--- src/rtl/movement_sequencer.sv ---
// Frame sequencer time-sharing the movement datapath between player crosshair and bird.
// Optional watchdog on clear/draw waits: define MOVESEQ_WATCHDOG_EN.
module movement_sequencer #(
    parameter int unsigned BIRD_DIV = 2,
    parameter int unsigned TIMEOUT  = 64
) (
    input  logic       clk,
    input  logic       reset_n,
    input  logic       frame_tick,
    input  logic       p_left,
    input  logic       p_right,
    input  logic       p_up,
    input  logic       p_down,
    input  logic [1:0] b_dx,
    input  logic [1:0] b_dy,
    input  logic       enable,
    input  logic       leave,
    output logic [3:0] control,
    output logic       PorB,
    output logic       busy,
    output logic       frame_done,
    output logic       overrun,
    output logic [3:0] escapes,
    output logic       err
);

    typedef enum logic [2:0] {StHold, StPre, StClr, StMovX, StMovY, StDrw, StDone} state_e;

    localparam logic [3:0] CtlHold    = 4'b0000;
    localparam logic [3:0] CtlPrehold = 4'b0100;
    localparam logic [3:0] CtlClear   = 4'b0001;
    localparam logic [3:0] CtlLeft    = 4'b0011;
    localparam logic [3:0] CtlRight   = 4'b0010;
    localparam logic [3:0] CtlDown    = 4'b0110;
    localparam logic [3:0] CtlUp      = 4'b0111;
    localparam logic [3:0] CtlDraw    = 4'b0101;

    localparam int unsigned FcW = (BIRD_DIV > 1) ? $clog2(BIRD_DIV) : 1;

    state_e         state_q, state_d;
    logic           slot_q, slot_d;
    logic           bird_due_q, bird_due_d;
    logic [FcW-1:0] frame_cnt_q, frame_cnt_d;
    logic           first_q;
    logic [3:0]     mov_x_q, mov_x_d;
    logic [3:0]     mov_y_q, mov_y_d;
    logic [3:0]     dir_x, dir_y;
    logic [3:0]     control_d;
    logic           porb_d;
    logic           en_ok;
    logic           timeout;
    logic           leave_q;

    // The datapath still holds enable from the previous draw on the first wait cycle.
    assign en_ok = enable & ~first_q;

    always_comb begin
        dir_x = CtlHold;
        dir_y = CtlHold;
        if (slot_q) begin
            if (b_dx == 2'b01)      dir_x = CtlRight;
            else if (b_dx == 2'b10) dir_x = CtlLeft;
            if (b_dy == 2'b01)      dir_y = CtlDown;
            else if (b_dy == 2'b10) dir_y = CtlUp;
        end else begin
            if (p_right && !p_left)     dir_x = CtlRight;
            else if (p_left && !p_right) dir_x = CtlLeft;
            if (p_down && !p_up)        dir_y = CtlDown;
            else if (p_up && !p_down)   dir_y = CtlUp;
        end
    end

    always_comb begin
        state_d     = state_q;
        slot_d      = slot_q;
        bird_due_d  = bird_due_q;
        frame_cnt_d = frame_cnt_q;
        mov_x_d     = mov_x_q;
        mov_y_d     = mov_y_q;

        unique case (state_q)
            StHold: begin
                if (frame_tick) begin
                    state_d     = StPre;
                    slot_d      = 1'b0;
                    bird_due_d  = (frame_cnt_q == '0);
                    frame_cnt_d = (frame_cnt_q == FcW'(BIRD_DIV - 1)) ? '0 : frame_cnt_q + 1'b1;
                end
            end
            StPre:  state_d = StClr;
            StClr: begin
                if (en_ok) begin
                    state_d = StMovX;
                    mov_x_d = dir_x;
                    mov_y_d = dir_y;
                end else if (timeout) begin
                    state_d = StDone;
                end
            end
            StMovX: state_d = StMovY;
            StMovY: state_d = StDrw;
            StDrw: begin
                if (en_ok) begin
                    if (!slot_q && bird_due_q) begin
                        state_d = StPre;
                        slot_d  = 1'b1;
                    end else begin
                        state_d = StDone;
                    end
                end else if (timeout) begin
                    state_d = StDone;
                end
            end
            StDone: state_d = StHold;
            default: state_d = StHold;
        endcase

        // Outputs are registered from the next state so they line up with the state register.
        control_d = CtlHold;
        porb_d    = PorB;
        case (state_d)
            StPre: begin
                control_d = CtlPrehold;
                porb_d    = slot_d;
            end
            StClr:  control_d = CtlClear;
            StMovX: control_d = mov_x_d;
            StMovY: control_d = mov_y_d;
            StDrw:  control_d = CtlDraw;
            StDone: porb_d    = 1'b0;
            default: control_d = CtlHold;
        endcase
    end

    always_ff @(posedge clk or negedge reset_n) begin
        if (!reset_n) begin
            state_q     <= StHold;
            slot_q      <= 1'b0;
            bird_due_q  <= 1'b0;
            frame_cnt_q <= '0;
            first_q     <= 1'b0;
            mov_x_q     <= CtlHold;
            mov_y_q     <= CtlHold;
            control     <= CtlHold;
            PorB        <= 1'b0;
            busy        <= 1'b0;
            frame_done  <= 1'b0;
            overrun     <= 1'b0;
        end else begin
            state_q     <= state_d;
            slot_q      <= slot_d;
            bird_due_q  <= bird_due_d;
            frame_cnt_q <= frame_cnt_d;
            first_q     <= (state_d != state_q) && ((state_d == StClr) || (state_d == StDrw));
            mov_x_q     <= mov_x_d;
            mov_y_q     <= mov_y_d;
            control     <= control_d;
            PorB        <= porb_d;
            busy        <= (state_d != StHold);
            frame_done  <= (state_d == StDone);
            overrun     <= frame_tick && (state_q != StHold);
        end
    end

    always_ff @(posedge clk or negedge reset_n) begin
        if (!reset_n) begin
            leave_q <= 1'b0;
            escapes <= 4'd0;
        end else begin
            leave_q <= leave;
            if (leave && !leave_q && (escapes != 4'hF)) escapes <= escapes + 4'd1;
        end
    end

`ifdef MOVESEQ_WATCHDOG_EN
    localparam int unsigned WdW = $clog2(TIMEOUT + 1);

    logic [WdW-1:0] wd_cnt_q;

    assign timeout = (wd_cnt_q == WdW'(TIMEOUT - 1));

    always_ff @(posedge clk or negedge reset_n) begin
        if (!reset_n) begin
            wd_cnt_q <= '0;
            err      <= 1'b0;
        end else begin
            if (state_d != state_q)                           wd_cnt_q <= '0;
            else if ((state_q == StClr) || (state_q == StDrw)) wd_cnt_q <= wd_cnt_q + 1'b1;
            err <= timeout && !en_ok && ((state_q == StClr) || (state_q == StDrw));
        end
    end
`else
    assign timeout = 1'b0;
    assign err     = 1'b0;
`endif

endmodule
--- config.mk ---
export PLATFORM = sky130hd
export DESIGN_NAME = movement_sequencer
export DESIGN_NICKNAME = d
export VERILOG_FILES = /design/src/rtl/movement_sequencer.sv
export SDC_FILE = /design/constraint.sdc
export NUM_CORES = 1
export LEC_CHECK = 0
export CAP_MARGIN = 20
export CORE_MARGIN = 5
export CORE_UTILIZATION = 52
export DETAILED_ROUTE_END_ITERATION = 12
export MAX_ROUTING_LAYER = met4
export PLACE_DENSITY = 0.82
export SLEW_MARGIN = 10
export SYNTH_ARGS = -nofsm -noshare
export SYNTH_HDL_FRONTEND = slang
export SYNTH_SLANG_ARGS = --single-unit
--- constraint.sdc ---
create_clock -name clk -period 3.35 [get_ports clk]
set_input_delay 0.5025 -clock clk [delete_from_list [all_inputs] [get_ports clk]]
set_output_delay 0.5025 -clock clk [all_outputs]
set_load 0.01 [all_outputs]
==> results.md <==
Die:
- The placeable core region is approximately 2100 um^2.
- The initial utilization of the core area, before any placement, comes to between 50% and 60%.
- Measured along the y axis, the die boundary spans between 50 and 60 um.
- The number of cell rows is 17.
- The die span in x is around 57 um.
- The die area is 3230 um^2.
- The number of primary I/O pins is 26.

Run status:
- The flow ran to the end, and the final reports show no timing, DRC or antenna violations.

Drt:
- After detailed routing, the number of vias per cell comes to around 5.3.
- The DRC violation count after routing is 0.
- The first detailed-routing pass ran for 4 iterations.
- The via count is around 800.
- In this run the remaining antenna-violating nets after routing total 0.
- The mean routed wirelength per cell is roughly 13 um.
- The final wirelength is around 2.0 mm.
- For this block, the initial DRC count from the detailed router was 8.

Timing:
- The final max-slew violation count is 0.
- The worst clock skew is approximately 0.0075 ns.
- The post-route fraction of the period consumed by the critical path is a little over half.
- Setup repair after global routing left no endpoint under its margin.
- The final-layout setup total negative slack is 0 ns.
- The worst path needs roughly 1.8 ns of the cycle, external delays included.
- Based on the critical path, the design can be clocked at up to roughly 560 MHz.
- The setup-violating endpoint count in the final report is 0.
- The total count of hold-check failures in the final report is 0.

GRT:
- Global routing used between 20% and 30% of the available met2 tracks.
- The first global-routing pass estimated approximately 3.5 mm of wire.
- Global routing used ~3.4% of the available met3 tracks.
- The most congested layer reported by global routing is met2.
- The initial antenna violation count is 0.
- The via count of the first global-routing pass is approximately 800.
- The largest net degree at the start of global routing is 24.
- The total overflow left after global routing is 0.
- The global-route usage over all layers is between 10 and 15%.
- Global routing used 17.5% of the available met1 tracks.

Placed design:
- Buffers placed on the I/O ports in this run total 24.
- The global placement routability congestion is 0.769.
- The estimated wirelength of the detail-placed design is approximately 1.5 mm.
- In this run the cell area measured after placement is roughly 1400 um^2.

Worst setup path:
- The maximum fanout along the worst path is 5.
- The buffering stage count on the worst path with inverters included is 1.
- The critical path endpoint category is a primary output.
- On the worst path, the slowest cell contributes a delay of 0.56 ns.
- The signal on the critical path passes through clkdlybuf4s50_1.
- The worst reg-to-reg path cell count is 3.
- The reg-to-reg critical path endpoint is mov_y_q[0]$_DFF_PN0_.
- The setup check on the worst reg-to-reg path leaves a slack of approximately 1.7 ns.
- The required time at the worst-slack endpoint is roughly 2.9 ns.
- The worst path arrival time is 1.29 ns.
- The kind of cell adding the most delay to the critical path is buffers and inverters.
- STA classifies the critical path startpoint as a register.
- The path type of the worst setup path is register to primary output.
- The worst flop-to-flop path startpoint is state_q[1]$_DFF_PN0_.
- The highest-delay cell along the critical path is sky130_fd_sc_hd__clkdlybuf4s50_1.

Yosys:
- The synthesized flop and latch total is 23.
- The area share of and/or/nand/nor cells after synthesis is between 15 and 20%.
- The mapped netlist covers between 1000 and 1500 um^2.
- The area share of xor/xnor cells in the synthesized design is about 2.3%.
- Of the synthesized area, sequential elements account for a little over 50%.
- By area, the combinational part of the netlist is dominated by simple AND/OR/NAND/NOR gates.
- For this run, the leading register cell type out of synthesis is sky130_fd_sc_hd__dfrtp_1.
- The synthesized area divided by synthesized cell count is 11.4 um^2.
- For this run, asynchronously set or reset flops after synthesis account for between 90% and 100%.
- The biggest area contributor in the post-synthesis netlist is sky130_fd_sc_hd__dfrtp_1.
- The number of instances in the synthesized netlist is 100.
- Summing the areas of all compound-gate instances in the mapped netlist gives around a tenth of the synthesized area.
- By area the synthesized netlist is led by sky130_fd_sc_hd__dfrtp_1, sky130_fd_sc_hd__ha_1, sky130_fd_sc_hd__mux2_4, sky130_fd_sc_hd__nor2b_1, sky130_fd_sc_hd__mux2_2.
- The portion of netlist area occupied by mux cells is 9.66%.
- After Yosys synthesis, full adders, half adders and majority gates account for around 5.5% of the synthesized area.
- Yosys mapped a number of flops with a built-in enable equal to 0.
- The total number of yosys warnings is 0.
- The distinct cell type count of the synthesized netlist is 43.
- The number of nets in the synthesized netlist is between 100 and 150.
- Of the post-synthesis cell area, the dominant cell type holds a little over 50%.

Power and ir drop:
- The static leakage is roughly 0.65 nW.
- Power spread over the standard cell area amounts to 741 nW/um^2.
- The peak supply drop is around 0.00042 V.

Clocking:
- The maximum level of the CTS H-tree is 1.
- The number of gates resized after CTS was 0.
- The TritonCTS clock tree is done.
- After clock tree synthesis, the clock-pin slew on the worst setup and hold paths is 0.12 ns.
- The clock net sink count is 23.
- After clock tree synthesis, the flow added hold-fix buffers numbering 0.
- The number of buffers inserted by post-CTS setup repair is 0.
- Clock latency on the worst-skew pair, taken at its later pin, is approximately 0.31 ns.
- The root buffer selected by CTS is sky130_fd_sc_hd__clkbuf_4.
- The longest clock path from root to sink contains 2 buffers.
- The number of clock buffers inserted by TritonCTS is 3.

Finish:
- The finished cells cover 1430 um^2.
- In the final layout, the share of cells above drive strength 1 is 9.76%.
- Fill cells in the final layout number approximately 170.
- The signed area change from the synthesized netlist to the final layout is 25.8%.
- 0 antenna diodes ended up in the layout.
- In the final design database the tool counted between 100 and 150 nets.

Flow run:
- The tool flagged a number of max-cap violations equal to 0.

Min path:
- The worst hold path belongs to the class input port to async pin.
cell usage after synthesis (2+ instances only):
| cell | n |
|---|---|
| sky130_fd_sc_hd__a21oi_1 | 5 |
| sky130_fd_sc_hd__a22o_1 | 2 |
| sky130_fd_sc_hd__and2_1 | 2 |
| sky130_fd_sc_hd__buf_2 | 2 |
| sky130_fd_sc_hd__dfrtp_1 | 23 |
| sky130_fd_sc_hd__ha_1 | 5 |
| sky130_fd_sc_hd__inv_1 | 4 |
| sky130_fd_sc_hd__mux2_2 | 3 |
| sky130_fd_sc_hd__mux2_4 | 3 |
| sky130_fd_sc_hd__mux2i_1 | 2 |
| sky130_fd_sc_hd__nand2_1 | 2 |
| sky130_fd_sc_hd__nand2b_1 | 2 |
| sky130_fd_sc_hd__nand3_1 | 4 |
| sky130_fd_sc_hd__nand3b_1 | 2 |
| sky130_fd_sc_hd__nor2_1 | 4 |
| sky130_fd_sc_hd__nor2b_1 | 6 |
| sky130_fd_sc_hd__or2b_1 | 2 |
| sky130_fd_sc_hd__xnor2_1 | 2 |
registers in the layout (all words and copies together) (netlist names):
name	count
escapes	4
state_q	3
busy	1
mov_y_q	4
PorB	1
leave_q	1
slot_q	1
bird_due_q	1
frame_done	1
control	4
overrun	1
first_q	1
cells by family (layout without fill, tap and decap cells):
logic type | count (synthesis) | in the layout
compound gates | 17 | 17
xor+xnor | 3 | 3
fa+ha+maj | 5 | 5
buf+inv | 11 | 34
flops | 23 | 23
mux | 9 | 9
other cells | 1 | 1
simple gates | 31 | 31
area by class of cell:
cell class / instances / area [um^2] / area share, %
Clock buffer: 3 / 22.5 / 1.57
Clock inverter: 1 / 5.00 / 0.349
Inverter: 5 / 18.8 / 1.31
Multi-Input combinational cell: 66 / 509 / 35.5
Sequential cell: 23 / 576 / 40.1
Tap cell: 28 / 35.0 / 2.44
Timing Repair Buffer: 25 / 268 / 18.7
through the flow:
step	setup slack, ns	hold WS (ns)	instances	power, mW	util, %
2_1_floorplan	1.93	0.207	100	0.772	-
3_3_place_gp	1.38	0.483	146	0.931	64.2
3_5_place_dp	1.35	0.476	146	0.944	64.2
4_1_cts	1.53	0.505	150	1.07	65.5
5_1_grt	1.45	0.379	151	1.15	66.7
6_report	1.56	0.409	151	1.06	66.7
how the worst max path moves through the flow:
stage,to,slack (ns),start,cells past startpoint
after detailed placement,mov_y_q[0]$_DFF_PN0_,1.35,enable,4
final,escapes[2],1.56,escapes[2]$_DFFE_PN0P_,1
after CTS,escapes[2],1.53,escapes[2]$_DFFE_PN0P_,1
after global placement,mov_y_q[1]$_DFF_PN0_,1.38,enable,4
after floorplan,mov_y_q[0]$_DFF_PN0_,1.93,enable,4
after global routing,escapes[2],1.45,escapes[2]$_DFFE_PN0P_,1
where the power goes:
| part | internal, mW | switching (mW) | leakage [nW] | total, mW |
|---|---|---|---|---|
| Combinational | 0.267 | 0.172 | 0.340 | 0.439 |
| Sequential | 0.378 | 0.121 | 0.287 | 0.499 |
| Clock | 0.0446 | 0.0799 | 0.0177 | 0.124 |
| Total | 0.689 | 0.373 | 0.645 | 1.06 |
metal layers:
layer  vias up  share of wire, %
met5         -                 0
met4         0               2.1
met3         5               5.8
met2        25                47
met1       367                45
li1        396                 -
cells in the final DEF, fill, tap and decap left out, types with 4 or more instances in the layout:
| master | n |
|---|---|
| sky130_fd_sc_hd__nand3_1 | 4 |
| sky130_fd_sc_hd__nor2b_1 | 6 |
| sky130_fd_sc_hd__clkdlybuf4s50_1 | 24 |
| sky130_fd_sc_hd__a21oi_1 | 5 |
| sky130_fd_sc_hd__nor2_1 | 4 |
| sky130_fd_sc_hd__dfrtp_1 | 23 |
| sky130_fd_sc_hd__inv_1 | 4 |
| sky130_fd_sc_hd__ha_1 | 5 |
Power figures use the tool's default switching activity.
